File: src/rtl/pll_cfg_pkg.sv
// pll_cfg_pkg: shared state, error-code, selector and lane-geometry definitions for the PLL config controller
package pll_cfg_pkg;
  typedef enum logic [2:0] {S_IDLE, S_CHECK, S_APPLY, S_WAIT, S_DONE, S_ERR} state_t;
  localparam logic [1:0] ERR_NONE = 2'b00;
  localparam logic [1:0] ERR_ZERO = 2'b01;
  localparam logic [1:0] ERR_SEL = 2'b10;
  localparam logic [1:0] ERR_TIMEOUT = 2'b11;
  localparam logic [2:0] SEL_OUT_MAX = 3'd4;
  localparam logic [2:0] SEL_IN = 3'd5;
  localparam int DIV_W = 10;
  localparam int PH_W = 13;
  localparam int N_LANES = 5;
endpackage

File: src/rtl/pll_dyn_cfg_ctrl_lock_sync.sv
// pll_lock_sync: synchronizes pll_lock, qualifies it as stable, and flags falling edges of the qualified lock
module pll_lock_sync #(
  parameter int LOCK_STABLE = 8
) (
  input  logic clk_tb,
  input  logic rst_n,
  input  logic pll_lock,
  input  logic clr,
  output logic locked,
  output logic lock_fall
);
  localparam int SW = LOCK_STABLE > 1 ? $clog2(LOCK_STABLE) : 1;
  logic [1:0] sync;
  logic [SW-1:0] cnt;
  logic lk, locked_d;
  always_ff @(posedge clk_tb or negedge rst_n)
    if (!rst_n) begin
      sync <= '0;
      cnt <= '0;
      lk <= 1'b0;
      locked_d <= 1'b0;
    end else begin
      sync <= {sync[0], pll_lock};
      locked_d <= locked;
      if (clr || !sync[1]) begin
        cnt <= '0;
        lk <= 1'b0;
      end else if (cnt == SW'(LOCK_STABLE - 1)) lk <= 1'b1;
      else cnt <= cnt + 1'b1;
    end
  // a low sample must drop locked in the same cycle, not one later
  assign locked = lk & sync[1];
  assign lock_fall = locked_d & ~locked;
endmodule

File: src/rtl/pll_dyn_cfg_ctrl.sv
// pll_dyn_cfg_ctrl: validates one reconfiguration request at a time, drives the PLL dyn_* buses,
// pulses the matching reset, waits for stable lock and reports done/error; counts idle lock losses
module pll_dyn_cfg_ctrl
  import pll_cfg_pkg::*;
#(
  parameter int RST_CYCLES = 16,
  parameter int LOCK_STABLE = 8,
  parameter int LOCK_TIMEOUT = 4096,
  parameter int DEF_IDIV = 2,
  parameter int DEF_FDIV = 32,
  parameter int DEF_ODIV = 100,
  parameter int DEF_DUTY = 100,
  parameter int DEF_PHASE = 16
) (
  input  logic clk_tb,
  input  logic rst_n,
  input  logic cfg_valid,
  output logic cfg_ready,
  input  logic [2:0] cfg_sel,
  input  logic [DIV_W-1:0] cfg_odiv,
  input  logic [DIV_W-1:0] cfg_duty,
  input  logic [PH_W-1:0] cfg_phase,
  output logic cfg_done,
  output logic cfg_err,
  output logic [1:0] err_code,
  output logic busy,
  input  logic pll_lock,
  output logic pll_rst,
  output logic rstodiv,
  output logic [DIV_W-1:0] dyn_idiv,
  output logic [DIV_W-1:0] dyn_fdiv,
  output logic [N_LANES*DIV_W-1:0] dyn_odiv,
  output logic [N_LANES*DIV_W-1:0] dyn_duty,
  output logic [N_LANES*PH_W-1:0] dyn_phase,
  output logic locked,
  output logic [7:0] lock_loss_cnt
);
  localparam int RW = RST_CYCLES > 1 ? $clog2(RST_CYCLES) : 1;
  localparam int TW = LOCK_TIMEOUT > 1 ? $clog2(LOCK_TIMEOUT) : 1;
  state_t state;
  logic [2:0] r_sel;
  logic [DIV_W-1:0] r_odiv, r_duty;
  logic [PH_W-1:0] r_phase;
  logic [RW-1:0] rcnt;
  logic [TW-1:0] tcnt;
  logic [1:0] chk_code;
  logic clr, lock_fall;
  // bad selector outranks a zero divider/duty
  assign chk_code = r_sel > SEL_IN ? ERR_SEL : (r_odiv == '0 || r_duty == '0) ? ERR_ZERO : ERR_NONE;
  assign clr = state == S_CHECK && chk_code == ERR_NONE;
  assign cfg_ready = state == S_IDLE;
  assign busy = ~cfg_ready;
  assign cfg_done = state == S_DONE;
  assign cfg_err = state == S_ERR;
  assign rstodiv = state == S_APPLY && r_sel != SEL_IN;
  assign pll_rst = state == S_APPLY && r_sel == SEL_IN;
  pll_lock_sync #(.LOCK_STABLE(LOCK_STABLE)) u_sync (
    .clk_tb(clk_tb),
    .rst_n(rst_n),
    .pll_lock(pll_lock),
    .clr(clr),
    .locked(locked),
    .lock_fall(lock_fall)
  );
  always_ff @(posedge clk_tb or negedge rst_n)
    if (!rst_n) begin
      state <= S_IDLE;
      r_sel <= '0;
      r_odiv <= '0;
      r_duty <= '0;
      r_phase <= '0;
      rcnt <= '0;
      tcnt <= '0;
      err_code <= ERR_NONE;
      dyn_idiv <= DIV_W'(DEF_IDIV);
      dyn_fdiv <= DIV_W'(DEF_FDIV);
      dyn_odiv <= {N_LANES{DIV_W'(DEF_ODIV)}};
      dyn_duty <= {N_LANES{DIV_W'(DEF_DUTY)}};
      dyn_phase <= {N_LANES{PH_W'(DEF_PHASE)}};
    end else
      case (state)
        S_IDLE:
          if (cfg_valid) begin
            r_sel <= cfg_sel;
            r_odiv <= cfg_odiv;
            r_duty <= cfg_duty;
            r_phase <= cfg_phase;
            err_code <= ERR_NONE;
            state <= S_CHECK;
          end
        S_CHECK:
          if (chk_code != ERR_NONE) begin
            err_code <= chk_code;
            state <= S_ERR;
          end else begin
            if (r_sel == SEL_IN) begin
              dyn_idiv <= r_odiv;
              dyn_fdiv <= r_duty;
            end else begin
              dyn_odiv[int'(r_sel)*DIV_W +: DIV_W] <= r_odiv;
              dyn_duty[int'(r_sel)*DIV_W +: DIV_W] <= r_duty;
              dyn_phase[int'(r_sel)*PH_W +: PH_W] <= r_phase;
            end
            rcnt <= '0;
            state <= S_APPLY;
          end
        S_APPLY:
          if (rcnt == RW'(RST_CYCLES - 1)) begin
            tcnt <= '0;
            state <= S_WAIT;
          end else rcnt <= rcnt + 1'b1;
        S_WAIT:
          if (locked) state <= S_DONE;
          else if (tcnt == TW'(LOCK_TIMEOUT - 1)) begin
            err_code <= ERR_TIMEOUT;
            state <= S_ERR;
          end else tcnt <= tcnt + 1'b1;
        default: state <= S_IDLE;
      endcase
  // lock drops outside IDLE are caused by our own reset pulses
  always_ff @(posedge clk_tb or negedge rst_n)
    if (!rst_n) lock_loss_cnt <= '0;
    else if (state == S_IDLE && lock_fall && lock_loss_cnt != 8'hFF) lock_loss_cnt <= lock_loss_cnt + 1'b1;
endmodule

File: config.mk
export PLATFORM = sky130hd
export DESIGN_NAME = pll_dyn_cfg_ctrl
export DESIGN_NICKNAME = d
export VERILOG_FILES = /design/src/rtl/pll_cfg_pkg.sv /design/src/rtl/pll_dyn_cfg_ctrl_lock_sync.sv /design/src/rtl/pll_dyn_cfg_ctrl.sv
export SDC_FILE = /design/constraint.sdc
export NUM_CORES = 1
export LEC_CHECK = 0
export BUFFER_PORTS_ARGS = -buffer_cell sky130_fd_sc_hd__buf_2
export CAP_MARGIN = 20
export CORE_MARGIN = 3
export CORE_UTILIZATION = 56
export CTS_CLUSTER_SIZE = 40
export DETAILED_ROUTE_END_ITERATION = 16
export GPL_TIMING_DRIVEN = 0
export HOLD_SLACK_MARGIN = 0.06
export PLACE_DENSITY = 0.81
export SYNTH_ARGS = -nofsm -noshare
export SYNTH_HDL_FRONTEND = slang
export SYNTH_SLANG_ARGS = --single-unit
File: constraint.sdc
create_clock -name clk_tb -period 4.3 [get_ports clk_tb]
set_clock_uncertainty 0.1 [all_clocks]
set_input_delay 0 -clock clk_tb [delete_from_list [all_inputs] [get_ports clk_tb]]
set_output_delay 0 -clock clk_tb [all_outputs]
set_load 0.01 [all_outputs]
Word level (Yosys, flattened, before mapping)
Cells that the tools add are included.
{"block": "word_totals", "register_bits": 257, "latch_bits": 0, "ramBits": 0, "romBits": 0, "input_bits": 40, "out_inout_bits": 202, "word_cells": 110, "memories": 0}
{"block": "classes", "addsub": 6, "n_mul": 2, "div_mod_pow": 0, "n_lt_le_gt_ge": 1, "n_eq_ne": 21, "shift": 5, "n_mux": 27, "bitwise": 6, "n_reduce_logical": 24}
{"operator": "$bwmux W50", "n": 2}
{"operator": "$shiftx A10 B33 Y50", "n": 2}
{"operator": "$neg A7 Y33", "n": 2}
{"operator": "$bwmux W65", "n": 1}
{"operator": "$shift A13 B33 Y65 const A", "n": 1}
{"operator": "$shiftx A13 B33 Y65", "n": 1}
{"operator": "$shift A10 B33 Y50 const A", "n": 1}
{"operator": "$mux W12", "n": 3}
{"operator": "$pmux W12 S2", "n": 1}
{"operator": "$mux W3", "n": 7}
{"operator": "$logic_not A10 Y1", "n": 2}
{"operator": "$add A12 B1 Y12 const B", "n": 1}
{"operator": "$eq A12 B12 Y1 const B", "n": 1}
{"operator": "$eq A3 B3 Y1 const B", "n": 4}
{"operator": "$ne A2 B2 Y1 const B", "n": 6}
{"operator": "$pmux W3 S4", "n": 1}
{"operator": "$reduce_and A3 Y1", "n": 4}
{"operator": "$mux W2", "n": 5}
{"operator": "$add A8 B1 Y8 const B", "n": 1}
{"operator": "$mux W4", "n": 2}
{"operator": "$ne A8 B8 Y1 const B", "n": 1}
{"operator": "$pmux W4 S2", "n": 1}
{"operator": "$reduce_bool A2 Y1", "n": 4}
{"operator": "$mul A3 B4 Y7 const B", "n": 1}
{"operator": "other kinds (23)", "n": 37}

Longest topological paths before layout
Gate-level depths: netlist (run 1).
{"block": "logic_depth", "depth_word": 8, "depth_mapped": 13, "ltp_nobuf": 12}

Hierarchy
From an unflattened synthesis (run 1), not the netlist that was laid out.
{"block": "unflattened", "cells_unflattened": 1103, "hier_area_um2": 12789.8}
{"module": "pll_dyn_cfg_ctrl", "n_inst": 1, "cells_per_inst": 1083, "area_per_inst_um2": 12523.3, "seq_area_each_um2": 6302.3}
{"module": "pll_lock_sync", "n_inst": 1, "cells_per_inst": 20, "area_per_inst_um2": 266.5, "seq_area_each_um2": 175.2}

Worst setup path before layout (run 1)
No wires, ideal clock.
{"block": "synth_path", "path_kind": "register -> register", "start": "reg r_sel[0]", "end": "reg dyn_duty[20]", "arrival_ps": 3239, "required_ps": 4075, "setup_slack_ps": 837, "stages_incl_launch_ff": 13, "period_less_slack_ps": 3463, "path_cell_list": "dfrtp_1 -> clkbuf_1 -> buf_2 -> inv_1 -> clkbuf_1 -> ha_1 -> clkbuf_1 -> buf_1 -> nand2_1 -> a22oi_1 -> o32ai_1 -> o211ai_1 -> mux2_2"}
{"block": "synth_between", "elab_chain_cells": 5}
{"element": "start: declaration", "line_no": "pll_dyn_cfg_ctrl.sv:41", "rtl": "logic [2:0] r_sel;"}
{"element": "start signal: assignment", "line_no": "pll_dyn_cfg_ctrl.sv:84", "rtl": "r_sel <= cfg_sel;"}
{"element": "branches (longest 5 deep; another with $neg A7 Y33)"}
{"element": "end signal: assignment", "line_no": "pll_dyn_cfg_ctrl.sv:78", "rtl": "dyn_duty <= {N_LANES{DIV_W'(DEF_DUTY)}};"}
{"element": "end signal: indexed assignment", "line_no": "pll_dyn_cfg_ctrl.sv:101", "rtl": "dyn_duty[int'(r_sel)*DIV_W +: DIV_W] <= r_duty;"}
{"element": "end: declaration", "line_no": "pll_dyn_cfg_ctrl.sv:33", "rtl": "output logic [N_LANES*DIV_W-1:0] dyn_duty,"}
Parallel ways; which one is timed is not known.
A chain may end at the register's enable or synchronous reset.

Final worst setup path (run 1)
{"block": "layout_path", "start": "reg r_sel[0]", "end": "reg dyn_odiv[24]"}
{"block": "layout_between", "elab_chain_cells": 5}
{"element": "branches (longest 5 deep; another with $neg A7 Y33)"}
{"element": "end signal: assignment", "line_no": "pll_dyn_cfg_ctrl.sv:77", "rtl": "dyn_odiv <= {N_LANES{DIV_W'(DEF_ODIV)}};"}
{"element": "end signal: indexed assignment", "line_no": "pll_dyn_cfg_ctrl.sv:100", "rtl": "dyn_odiv[int'(r_sel)*DIV_W +: DIV_W] <= r_odiv;"}
{"element": "end: declaration", "line_no": "pll_dyn_cfg_ctrl.sv:32", "rtl": "output logic [N_LANES*DIV_W-1:0] dyn_odiv,"}
Parallel ways; which one is timed is not known.

==> results of run 1 <==
## flip-flops by register name, summed over array words and instances, names as in the netlist, 3 cells and up
signal / cells
r_phase: 13
u_sync.cnt: 3
state: 3
dyn_odiv: 50
tcnt: 12
dyn_idiv: 10
dyn_phase: 65
rcnt: 4
lock_loss_cnt: 8
dyn_duty: 50
r_odiv: 10
r_sel: 3
dyn_fdiv: 10
r_duty: 10
## final cells by class
| class | count | area [sq um] |
|---|---|---|
| flip-flops and latches | 257 | 6480 |
| inverters | 62 | 233 |
| clock buffers | 41 | 798 |
| well taps | 280 | 350 |
| plain buffers | 68 | 312 |
| clock inverters | 7 | 62.6 |
| multi-input cells | 762 | 5550 |
| repair buffers | 286 | 1700 |
| fillers | 1608 | 6410 |
## routing by layer
layer / routed length, um / part of all wire
met1: 15400 / 0.40
met2: 18500 / 0.48
met4: 1530 / 0.039
met5: 0 / 0
met3: 3280 / 0.084
## cells by family after synthesis
family,after synthesis,synth area share
fa+ha+maj,15,0.0150
flops,257,0.517
compound gates,201,0.102
simple gates,328,0.133
mux,196,0.176
xor+xnor,22,0.0154
buf+inv,130,0.0428
## through the flow
stage / cells / hold WS [ns] / area (sq um)
after floorplan: 1149 / -0.396 / 12500
after global placement: 1670 / 0.00828 / 14100
after detailed placement: 1672 / -0.253 / 14200
after CTS: 1762 / 0.121 / 15400
after global routing: 1763 / 0.148 / 15500
final: 1763 / 0.141 / 15500
## critical path, stage by stage, from the launching register on
cell and delay (ns):
dfrtp_1 0.52, clkbuf_2 0.30, buf_2 0.28, inv_1 0.13
clkbuf_2 0.30, ha_1 0.28, buf_2 0.18, inv_1 0.17
nor3_2 0.08, xnor2_1 0.26, nor4_4 0.56, o2111ai_1 0.50
mux2_2 0.41
## cells in the mapped netlist (all sizes together) (5+ instances only)
master / count
o32ai: 5
o21ai: 75
dfstp: 37
ha: 15
a22oi: 7
mux2: 160
and3: 9
clkbuf: 41
mux2i: 36
o32a: 5
nand4: 13
xor2: 6
nor2b: 6
buf: 27
dfrtp: 220
xnor2: 16
or2: 5
a21oi: 31
a22o: 8
nor3b: 5
nor4: 9
nand2: 91
nor2: 67
nand2b: 5
o22ai: 28
or3: 11
o31ai: 13
nor3: 13
nand3: 78
inv: 62
a31oi: 8
## path summary, 6_finish.rpt
kind                                          startpoint                   endpoint  slack, ns  cells past startpoint
worst max-delay path                r_sel[0]$_DFFE_PN0P_   dyn_odiv[24]$_DFFE_PN0P_       0.10                     12
worst min-delay path                         cfg_duty[5]      r_duty[5]$_DFFE_PN0P_       0.14                      3
worst max register to register      r_sel[0]$_DFFE_PN0P_   dyn_odiv[24]$_DFFE_PN0P_       0.10                     12
worst min register to register  u_sync.sync[0]$_DFF_PN0_   u_sync.sync[1]$_DFF_PN0_       0.26                      0
max in group asynchronous                          rst_n   dyn_phase[0]$_DFFE_PN0P_       2.37                      4
min in group asynchronous                          rst_n  dyn_phase[10]$_DFFE_PN0P_       0.59                      4
## power by group
group          internal [mW]  leakage [nW]  total [mW]  switching [mW]
clock network           1.33         0.425        2.26           0.935
logic                   2.60          3.74        7.36            4.76
registers               3.33          3.30        4.07           0.736
## repair_timing
item	4_1_cts	5_1_grt
hold buffers	42	0
setup buffers	0	1
pin swaps	0	1
endpoints found under the setup margin	64	72
endpoints found under the hold margin	297	0
gates resized for setup	4	15
==> results.md, run 1 <==
- Final hold viol count: 0
- Final ANT Viol Nets: 0
- Die Y: 156 um
- Register area share after synthesis: 0.517
- GRT Max-Usage Layer: met2
- Initial DRT Pass Iterations: 6
- Met3 Resource Use GR: 0.0599
- VDD IR max: 0.568 mV
- RSZ-0062 raised after global routing: true
- Antenna violations before repair: 0
- Setup violators final: 0
- Share of layout cells above drive strength 1: 0.359
- CTS tree: yes
- Relative slew slack: 0.287
- Pleak: 7.46 nW
- Largest net degree at the start of global routing: 121
- Num ports: 242
- DP Worst Slack: -0.277 ns
- Root Driver: clkbuf_16
- Detailed Route Iter0 Violations: 1301
- Yosys top cell by area: dfrtp_1
- Synth top area cells: dfrtp_1, mux2_2, dfstp_2, nand3_1, o21ai_0
- Met2 Track Usage GR: 0.523
- # rows: 54
- TritonCTS Sinks: 257
- Setup TNS: 0 ns
- Vias in the first global route: 10619
- Critical Path Sink Type: flop
- Yosys reg bits: 257
- Core area: 0.0219 sq mm
- GP Congestion: 1.00
- WL final: 38.8 mm
- Vias per cell: 6.08
- Die Wd: 156 um
- CP Max Fanout: 12
- Post-Syn Instances: 1149
- Actual slew at the worst max-slew pin: 1.07 ns
- Via count: 10727
- Cts bufs inserted: 26
- Crit Path Class: flop to flop
- Net Count, Synth: 1204
- Grt ovf: 0
- Initial core utilization: 0.572
- Top cell type's share of synthesized area: 0.439
- Status: complete, no violations
- Clock Pin Slew Worst Setup and Hold Paths: 0.06 ns
- Avg Inst Size Synth: 10.9 sq um
- Final core occ: 0.707
- Final HPWL DP: 26.8 mm
- Area added between synthesis and finish: 23.6%
- Startpoint types: flop
- Count of flip-flops with a built-in enable after synthesis: 0
- First-pass GRT wire length: 60.1 mm
- Worst-skew pair later-pin latency: 0.53 ns
- Min cycle time layout: 4.20 ns
- # diodes: 0
- Most frequent cells in the layout: buf_2, dfrtp_1, mux2_2
- Htree depth: 1
- Max Cap Viol: 0
- Power density cells: 884 mW/mm^2
- Max-slew violations: 0
- Distinct cells, synth: 71
- Clk buf depth: 3
- Ys flop type: dfrtp_1
- CP arrival: 4.51 ns
- Tot Pwr: 13.7 mW
- Peak Freq: 238 MHz
- Final setup margin: 0.100 ns
- Synth Cell Area: 0.0125 sq mm
- WL per Instance: 22.0 um
- GRT Total Usage: 0.313
- FFs w/ async S/R, synth: 1.00
- Full die area: 0.0242 sq mm
- Period utilization: 0.977
- DRC: 0
- Final Net Count: 1518
- HP Class: input pin to flop
- Required time worst endpoint: 4.61 ns
- Synth Warn #: 0
- Commonest non-fill, non-tap cell in the layout: buf_2
- Met1 usage: 0.411
- PortBufs: 241
Note: power is estimated with default switching activity, not from simulation.
==> run 2, diff against run 1 <==
Settings changed: CORE_UTILIZATION 56 to 60, PLACE_DENSITY 0.81 to 0.85, SYNTH_HIERARCHICAL set to 1.
Clock period 4.3 ns to 5 ns, I/O delays scaled along.
==> results.md, run 2 <==
- Status: finished with violations
- Failing checks: hold timing
- Area added between synthesis and finish: 23.4%
- Power density cells: 767 mW/mm^2 (-13%)
- Biggest register: dyn_phase
- Required time worst endpoint: 5.38 ns (+0.77 ns)
- Initial core utilization: 0.622 (+0.0496)
- Synth Warn #: 6 (+6)
- CP Max Fanout: 10 (-2)
- Ys flop type: dfrtp_1
- Share of layout cells above drive strength 1: 0.406 (+0.0477)
- Core area: 0.0206 sq mm (-6.1%)
- Synth top area cells: dfrtp_1, mux2_2, dfstp_2, mux2i_1, nor2_1
- Largest net degree at the start of global routing: 128 (+5.8%)
- Final core occ: 0.767 (+0.0601)
- CTS tree: yes
- Yosys reg bits: 257 (unchanged)
- CP arrival: 4.86 ns (+0.35 ns)
- Max Cap Viol: 0 (unchanged)
- Crit Path Class: flop to flop
- HP Class: input pin to async pin
- Number of flip-flops in the largest register: 65 (unchanged)
- PortBufs: 241 (unchanged)
- Post-Syn Instances: 1103 (-4.0%)
- Clock Pin Slew Worst Setup and Hold Paths: 0.07 ns (about the same)
- Full die area: 0.0231 sq mm (-4.6%)
- Grt ovf: 0 (unchanged)
- Detailed Route Iter0 Violations: 1023 (-21%)
- Critical Path Sink Type: flop
- Net Count, Synth: 1158 (-3.8%)
- Origin of the critical flop-to-flop path: r_sel[0]$_DFFE_PN0P_
- Die Wd: 152 um (-2.3%)
- RSZ-0062 raised after global routing: false
- Via count: 10633 (-0.88%)
- Max-slew violations: 0 (unchanged)
- Most frequent cell after synthesis: dfrtp_1
- Cts bufs inserted: 27 (+3.8%)
- Peak Freq: 223 MHz (-6.4%)
- Period utilization: 0.897 (-0.0793)
- Post-Layout Cell Count: 1709 (-3.1%)
- Final ANT Viol Nets: 0 (unchanged)
- Worst-skew pair later-pin latency: 0.55 ns (+0.02 ns)
- Vias per cell: 6.22 (+2.3%)
- Commonest non-fill, non-tap cell in the layout: buf_2
- Vias in the first global route: 10970 (+3.3%)
- Placed Cells: 1616 (-3.3%)
- Worst reg2reg setup slack: 0.51 ns (+0.41 ns)
- First-pass GRT wire length: 62.0 mm (+3.0%)
- FFs w/ async S/R, synth: 1.00 (unchanged)
- Worst reg-to-reg path cell count: 12 (unchanged)
- Root Driver: clkbuf_16
- Final hold viol count: 4 (+4)
- Most frequent cells in the layout: buf_2, dfrtp_1, mux2_2
- Register area share after synthesis: 0.506 (-0.0104)
- WL final: 39.5 mm (+1.8%)
- CTS-repair resized insts: 0 (-4)
- Min cycle time layout: 4.49 ns (+0.287 ns)
- Final HPWL DP: 27.0 mm (+0.57%)
- GRT Total Usage: 0.332 (+0.0193)
- TritonCTS Sinks: 257 (unchanged)
- Pleak: 7.72 nW (+3.5%)
- GP Congestion: 0.946 (-5.4%)
- # rows: 52 (-3.7%)
- DRC: 0 (unchanged)
- Final Net Count: 1471 (-3.1%)
- Count of flip-flops with a built-in enable after synthesis: 0 (unchanged)
- Antenna violations before repair: 2 (+2)
- Reg-to-Reg End: dyn_odiv[4]$_DFFE_PN0P_
- WL per Instance: 23.1 um (+5.1%)
- Distinct cells, synth: 73 (+2.8%)
- Biggest regs: dyn_phase: 65 flops, dyn_duty: 50 flops, dyn_odiv: 50 flops
- Top cell type's share of synthesized area: 0.430 (-0.00885)
- Yosys top cell by area: dfrtp_1
- Actual slew at the worst max-slew pin: 0.997 ns (-0.0722 ns)
- Relative slew slack: 0.330 (+0.0433)
- VDD IR max: 0.404 mV (-29%)
- Setup violators final: 0 (unchanged)
- Die Y: 152 um (-2.3%)
- Hold WS: -0.0131 ns (-0.154 ns)
- Startpoint types: flop
- Avg Inst Size Synth: 11.6 sq um (+6.3%)
- Commonest cells post-synth: dfrtp_1, mux2_2, nor2_1
- Htree depth: 1 (unchanged)
- Num ports: 242 (unchanged)
- Synth Cell Area: 0.0128 sq mm (+2.1%)
- Initial DRT Pass Iterations: 5 (-1)
- Clk buf depth: 3 (unchanged)
-- run 2: changes by cell type after synthesis, moves of 17 or more --
cell	before	now
inv_1	62	45
mux2_2	150	198
mux2i_1	36	58
o21ai_0	74	20
nand3_1	78	25
nand2_1	90	62
-- run 2: kinds of logic (layout without fill, tap and decap cells) --
| family | count (synthesis) | after routing | share of synthesized area |
|---|---|---|---|
| flops | 257 | 257 | 0.506 |
| xor+xnor | 16 | 16 | 0.0115 |
| simple gates | 298 | 298 | 0.126 |
| fa+ha+maj | 15 | 15 | 0.0147 |
| other cells | 0 | 2 | 0 |
| compound gates | 149 | 149 | 0.0857 |
| mux | 256 | 256 | 0.220 |
| buf+inv | 112 | 446 | 0.0364 |
-- run 2: what timing repair did --
action / in CTS / in global routing
endpoints found under the hold margin: 297 / 0
setup buffers: 0 / 0
hold buffers: 41 / 0
-- run 2: per-layer routing --
metal  vias to the layer above  GRT usage  share of wire
met5                         -          0              0
met2                       594      0.557           0.48
met4                         0      0.145          0.050
met3                       122     0.0529          0.075
li1                       4634          -              -
met1                      5283      0.431           0.39
-- run 2: final cells by class --
class / count / area (sq um)
inverters: 46 / 173
well taps: 270 / 338
clock inverters: 13 / 181
plain buffers: 66 / 293
multi-input cells: 734 / 5850
diodes: 2 / 5.00
repair buffers: 284 / 1680
clock buffers: 37 / 783
fillers: 1296 / 4780
flip-flops and latches: 257 / 6480
-- run 2: power by group --
| part | internal (mW) | switching (mW) |
|---|---|---|
| registers | 2.84 | 0.598 |
| clock network | 1.31 | 0.860 |
| logic | 2.37 | 4.13 |
| total | 6.52 | 5.59 |
-- run 2: worst max path at each step --
stage | from | to | slack, ns | depth (start not counted)
2_1_floorplan | r_sel[0]$_DFFE_PN0P_ | dyn_duty[34]$_DFFE_PN0P_ | 1.52 | 15
3_3_place_gp | rst_n | dyn_odiv[49]$_DFFE_PN0P_ | -0.58 | 1
3_5_place_dp | r_sel[0]$_DFFE_PN0P_ | dyn_odiv[4]$_DFFE_PN0P_ | 0.77 | 12
4_1_cts | r_sel[0]$_DFFE_PN0P_ | dyn_odiv[4]$_DFFE_PN0P_ | 0.72 | 12
5_1_grt | r_sel[0]$_DFFE_PN0P_ | dyn_odiv[9]$_DFFE_PN0P_ | 0.29 | 12
6_report | r_sel[0]$_DFFE_PN0P_ | dyn_odiv[4]$_DFFE_PN0P_ | 0.51 | 12
-- run 2: metrics by stage --
stage          setup TNS [ns]  worst slack [ns]  power, mW  area, sq um
2_1_floorplan               0              1.52       7.49        12800
3_3_place_gp          -122.10            -0.582       9.48        14300
3_5_place_dp                0             0.770       9.64        14400
4_1_cts                     0             0.717       11.9        15800
5_1_grt                     0             0.293       12.7        15800
6_report                    0             0.513       12.1        15800
-- run 2: worst max-delay path: stages (launching register included) --
cell and delay, ns:
dfrtp_1 0.49, buf_2 0.26, inv_2 0.26, ha_1 0.20, buf_2 0.21, inv_1 0.09
ha_1 0.38, clkbuf_1 0.44, clkbuf_1 0.48, clkbuf_1 0.52, nand3_1 0.47, o22ai_1 0.33
mux2_2 0.19
